## config.mk

```make
export PLATFORM = sky130hd
export DESIGN_NAME = uart_tx_feeder
export DESIGN_NICKNAME = d
export VERILOG_FILES = /design/src/rtl/uart_tx_feeder.sv
export SDC_FILE = /design/constraint.sdc
export NUM_CORES = 1
export LEC_CHECK = 0
export ABC_AREA = 1
export CAP_MARGIN = 20
export CORE_ASPECT_RATIO = 1.75
export CORE_MARGIN = 2
export CORE_UTILIZATION = 61
export DETAILED_ROUTE_END_ITERATION = 7
export PLACE_DENSITY = 0.8
export RECOVER_POWER = 25
export SKIP_LAST_GASP = 1
export SLEW_MARGIN = 30
export SYNTH_ARGS = -nofsm -noshare
export SYNTH_HDL_FRONTEND = slang
export SYNTH_SLANG_ARGS = --single-unit
```

## constraint.sdc

```tcl
create_clock -name clk -period 2.7 [get_ports clk]
set_input_delay 0.54 -clock clk [delete_from_list [all_inputs] [get_ports clk]]
set_output_delay 0.54 -clock clk [all_outputs]
set_load 0.02 [all_outputs]
```

## src/rtl/uart_tx_feeder.sv

```systemverilog
// uart_tx_feeder: FIFO front end that feeds one byte at a time to the UART transmitter.
// It buffers host bytes in a DEPTH-entry FIFO. newd is held for one bit period.
// Each frame ends on a donetx rising edge, or on a timeout.
//
// Ports:
//   clk, rst       : rising-edge clock; asynchronous active-low reset
//   wr_data, wr_en : enqueue port, one byte per cycle
//   full, empty    : FIFO status, registered
//   count          : FIFO occupancy, 0..DEPTH
//   overflow       : one-cycle pulse after a write arrives while the FIFO is full
//   dintx, newd    : byte and start request to the transmitter
//   donetx         : frame-complete from the transmitter; may be slow or held high
//   busy           : the FSM is not idle
//   tx_err         : sticky flag set when donetx never came; cleared only by reset

module uart_tx_feeder #(
    parameter int CLK_FREQ     = 1000000,
    parameter int BAUD         = 9600,
    parameter int DEPTH        = 16,
    parameter int ADDR_W       = 4,
    parameter int TIMEOUT_BITS = 12
) (
    input  logic              clk,
    input  logic              rst,
    input  logic [7:0]        wr_data,
    input  logic              wr_en,
    output logic              full,
    output logic              empty,
    output logic [ADDR_W:0]   count,
    output logic              overflow,
    output logic [7:0]        dintx,
    output logic              newd,
    input  logic              donetx,
    output logic              busy,
    output logic              tx_err
);

    localparam int BIT_CYC = CLK_FREQ / BAUD;
    localparam int TO_CYC  = TIMEOUT_BITS * BIT_CYC;
    localparam int CNT_W   = $clog2(TO_CYC + 1);

    localparam logic [CNT_W-1:0]  CNT_ONE = CNT_W'(1);
    localparam logic [CNT_W-1:0]  HOLD_LD = CNT_W'(BIT_CYC - 1);
    localparam logic [CNT_W-1:0]  TO_LD   = CNT_W'(TO_CYC - 1);
    localparam logic [ADDR_W-1:0] PTR_ONE = ADDR_W'(1);
    localparam logic [ADDR_W:0]   CNT1    = (ADDR_W + 1)'(1);
    localparam logic [ADDR_W:0]   DEPTH_C = (ADDR_W + 1)'(DEPTH);

    typedef enum logic [1:0] {
        S_IDLE,
        S_SEND,
        S_WAIT
    } state_t;

    // ---------------- FIFO storage and pointers ----------------
    logic [7:0]        mem_q [DEPTH];
    logic [ADDR_W-1:0] wr_ptr_q, wr_ptr_d;
    logic [ADDR_W-1:0] rd_ptr_q, rd_ptr_d;
    logic [ADDR_W:0]   count_q, count_d;
    logic              ovf_q, ovf_d;

    // ---------------- FSM state ----------------
    state_t            state_q, state_d;
    logic [CNT_W-1:0]  cnt_q, cnt_d;
    logic [7:0]        dintx_q, dintx_d;
    logic              newd_q, newd_d;
    logic              err_q, err_d;
    logic              done_q;

    logic              wr_acc;
    logic              pop;
    logic              done_rise;

    assign full     = (count_q == DEPTH_C);
    assign empty    = (count_q == '0);
    assign count    = count_q;
    assign overflow = ovf_q;
    assign dintx    = dintx_q;
    assign newd     = newd_q;
    assign busy     = (state_q != S_IDLE);
    assign tx_err   = err_q;

    // Acceptance uses the registered full flag. A pop in the same cycle does not make room.
    assign wr_acc    = wr_en && !full;
    assign done_rise = donetx && !done_q;

    // Storage has no reset. Reset empties the FIFO, so stale entries are never read.
    always_ff @(posedge clk) begin
        if (wr_acc) begin
            mem_q[wr_ptr_q] <= wr_data;
        end
    end

    always_comb begin
        wr_ptr_d = wr_ptr_q;
        rd_ptr_d = rd_ptr_q;
        count_d  = count_q;
        ovf_d    = wr_en && full;
        if (wr_acc) begin
            wr_ptr_d = wr_ptr_q + PTR_ONE;
        end
        if (pop) begin
            rd_ptr_d = rd_ptr_q + PTR_ONE;
        end
        case ({wr_acc, pop})
            2'b10:   count_d = count_q + CNT1;
            2'b01:   count_d = count_q - CNT1;
            default: count_d = count_q;
        endcase
    end

    // One down-counter serves as the newd hold timer in SEND.
    // It then serves as the donetx timeout in WAIT.
    always_comb begin
        state_d = state_q;
        cnt_d   = cnt_q;
        dintx_d = dintx_q;
        newd_d  = newd_q;
        err_d   = err_q;
        pop     = 1'b0;
        case (state_q)
            S_IDLE: begin
                if (!empty) begin
                    pop     = 1'b1;
                    dintx_d = mem_q[rd_ptr_q];
                    newd_d  = 1'b1;
                    cnt_d   = HOLD_LD;
                    state_d = S_SEND;
                end
            end
            S_SEND: begin
                if (cnt_q == '0) begin
                    newd_d  = 1'b0;
                    cnt_d   = TO_LD;
                    state_d = S_WAIT;
                end else begin
                    cnt_d = cnt_q - CNT_ONE;
                end
            end
            S_WAIT: begin
                if (done_rise) begin
                    cnt_d   = '0;
                    state_d = S_IDLE;
                end else if (cnt_q == '0) begin
                    err_d   = 1'b1;
                    state_d = S_IDLE;
                end else begin
                    cnt_d = cnt_q - CNT_ONE;
                end
            end
            default: begin
                newd_d  = 1'b0;
                cnt_d   = '0;
                state_d = S_IDLE;
            end
        endcase
    end

    always_ff @(posedge clk or negedge rst) begin
        if (!rst) begin
            wr_ptr_q <= '0;
            rd_ptr_q <= '0;
            count_q  <= '0;
            ovf_q    <= 1'b0;
            state_q  <= S_IDLE;
            cnt_q    <= '0;
            dintx_q  <= 8'h00;
            newd_q   <= 1'b0;
            err_q    <= 1'b0;
            done_q   <= 1'b0;
        end else begin
            wr_ptr_q <= wr_ptr_d;
            rd_ptr_q <= rd_ptr_d;
            count_q  <= count_d;
            ovf_q    <= ovf_d;
            state_q  <= state_d;
            cnt_q    <= cnt_d;
            dintx_q  <= dintx_d;
            newd_q   <= newd_d;
            err_q    <= err_d;
            done_q   <= donetx;
        end
    end

endmodule

```

==> impl_metrics.toml <==
[clocking]
clock_latency_ns = 0.42
clock_sinks = 166
postCtsResizedCells = 0
numCtsBuffers = 17
clockBufferDepth = 2
post_cts_buffers = 0
cts_tree = "done"
hold_buffers = 0
clkTransAtPathRegs_ns = 0.06
root_buffer = "clkbuf_16"
cts_max_level = 4

[worst_setup_path]
cp_slowest_cell = "clkdlybuf4s50_1"
path_delay_family = "buffers and inverters"
critPathLaunchType = "register"
required_ns = 2.16
cp_slowest_stage_delay_ns = 0.56
end_kind = "primary output"
crit_chain = "nor2_1 > inv_1 > clkdlybuf4s50_1"
cp.arrival_ns = 1.87
crit_fanout = 5
critPathKind = "register to primary output"
cp_num_buf_inv = 2

[synth]
yosys.area_share.simple_pct = 24.5
synthDistinctLibCells = 29
yosysWarnings = 0
synth_top_family_by_area = "simple AND/OR/NAND/NOR gates"
synth.avg_cell_area_um2 = 10.0
yosysSeqAreaShare_pct = 64.1
syn_area_um2 = 7480
syn_nets = 771
muxShareOfSynthArea_pct = 0
synth-compound-area-share_pct = 2.51
ys_ff_latch = 166
synth_xor_area_share_pct = 1.76
syn-instance-count = 748
synthAdderAreaFrac_pct = 1.84

[global_route]
use_met2_pct = 45.4
grtUsageMet3_pct = 5.10
grt_max_degree = 67
busiest_layer = "met2"
grt_usage_pct = 26.1
grt_pass1_vias = 5227
grt_pass1_wl_um = 25500
grtUsageMet1_pct = 29.8
antenna_found_initial = 0
overflow = 0

[sta]
fin_hold_ws_ns = 0.467
clock_skew_ns = 0.00757
fmaxAchievable_mhz = 415
period_share_pct = 89.3
final.min_clock_period_ns = 2.41
hold_violations = 0
final-setup-viol-count = 0
worst_pin_slew_ns = 0.787
setup_tns_ns = 0
slew_headroom_pct = 47.4
timing.final.max_slew_violations = 0
rsz0062_at_grt = "no"

[drt]
drt_first_pass_iters = 5
vias_per_cell = 5.48
first_iter_violations = 600
wire_per_inst_um = 16.8
vias = 5313
drc = 0
ant_nets = 0
drt-total-wl_um = 16300

[placed_design]
gp_congestion = 0.984
place_inst = 937
port_buffers = 30
hpwl_um = 11100

[hold_path]
hold_class = "register to register"

[final_layout]
synthToLayoutAreaGrowth_pct = 14.9
diodes = 0
final_common_cell = "nand2_1"
final_cells = 970
fill_cells = 840
layout_common_cells = "nand2_1, edfxtp_1, nand3_1"
fin_nets = 816
drive_above_1_share_pct = 9.19

[job]
drv_cap = 0

[floorplan]
die-height_um = 151
placementRows = 53
core-area_um2 = 12000
ioPinCount = 31
die_area_um2 = 13200
start_util_pct = 62.4
die_w_um = 87.7

[pwr]
pwr_density_cell_nw_per_um2 = 1110
p_leak_nw = 3.70
ir_drop_mv = 0.617

[status]
status = "complete, no violations"
==> cells in the mapped netlist <==
| master | n | area, µm² |
|---|---|---|
| inv_1 | 52 | 195 |
| a21oi_1 | 2 | 10.0 |
| nand2_4 | 5 | 56.3 |
| nor2_8 | 1 | 20.0 |
| o211ai_1 | 2 | 15.0 |
| nand4_1 | 1 | 6.26 |
| nor2_2 | 8 | 50.1 |
| a21boi_0 | 1 | 7.51 |
| clkbuf_1 | 5 | 18.8 |
| clkinv_1 | 3 | 11.3 |
| dfrtp_1 | 38 | 951 |
| o21ai_1 | 9 | 45.0 |
| nand3_1 | 76 | 380 |
| nand3_4 | 1 | 17.5 |
| edfxtp_1 | 128 | 3840 |
| o21bai_1 | 2 | 15.0 |
| nand2_2 | 3 | 18.8 |
| buf_6 | 4 | 45.0 |
| o21ai_0 | 19 | 95.1 |
| buf_2 | 10 | 50.1 |
| nor2_4 | 1 | 11.3 |
| inv_2 | 4 | 15.0 |
| xor2_1 | 11 | 96.3 |
| ha_1 | 11 | 138 |
| buf_4 | 9 | 67.6 |
| xnor2_1 | 4 | 35.0 |
| nor3_1 | 1 | 5.00 |
| nor2_1 | 61 | 229 |
| nand2_1 | 276 | 1040 |
==> layer usage <==
metal / up-vias / wire length, µm
met2: 242 / 8640
li1: 2524 / -
met1: 2491 / 5900
met3: 56 / 955
met4: 0 / 781
met5: - / 0
==> report_power, final <==
group / switching, mW / internal, mW
clock network: 0.973 / 1.37
registers: 0.318 / 3.20
logic: 2.42 / 1.25
==> tightest hold or removal path: stages, from the launching register on <==
cell and delay, ns:
dfrtp_1 0.34, inv_1 0.04, nand2_1 0.05
==> flip-flops by register name, indices dropped and copies added (netlist names) <==
register and flops:
newd 1, overflow 1, mem_q 128, cnt_q 11
tx_err 1, rd_ptr_q 4, state_q 2, done_q 1
wr_ptr_q 4, count 5, dintx 8
==> cells by family (layout without fill, tap and decap cells) <==
group,count (synthesis),after routing
and+or+nand+nor,434,434
xor gates and xnor gates,15,15
buffers and inverters,87,144
AOI/OAI and AO/OA,35,35
adders and majority gates,11,11
DFF,166,166
==> worst paths after layout <==
path,startpoint,end,slack [ns],cells past startpoint
hold reg to reg,tx_err,tx_err,0.47,2
setup / recovery,state_q[1],busy,0.29,3
setup reg to reg,count[1],count[4],0.37,15
hold / removal,tx_err,tx_err,0.47,2
min in group asynchronous,rst,cnt_q[10],0.63,2
max in group asynchronous,rst,rd_ptr_q[0],1.51,3
==> metrics by stage <==
step	util, %	worst slack [ns]	power, mW	area (µm²)
final	71.6	0.289	9.53	8600
after global routing	71.6	0.153	10.1	8600
after CTS	71.4	0.275	9.53	8570
after detailed placement	66.6	0.166	7.16	8000
after global placement	66.6	0.289	6.98	8000
after floorplan	-	0.419	6.10	7480
==> final cells by class <==
cell class | instances | area [µm²] | area share (%)
clock inverter | 13 | 149 | 1.73
inverter | 59 | 221 | 2.58
tap | 165 | 206 | 2.40
timing repair buffer | 54 | 510 | 5.94
sequential | 166 | 4800 | 55.8
multi-input combinational | 495 | 2280 | 26.6
clock buffer | 18 | 429 | 4.99
(Power assumes the default switching activity.)
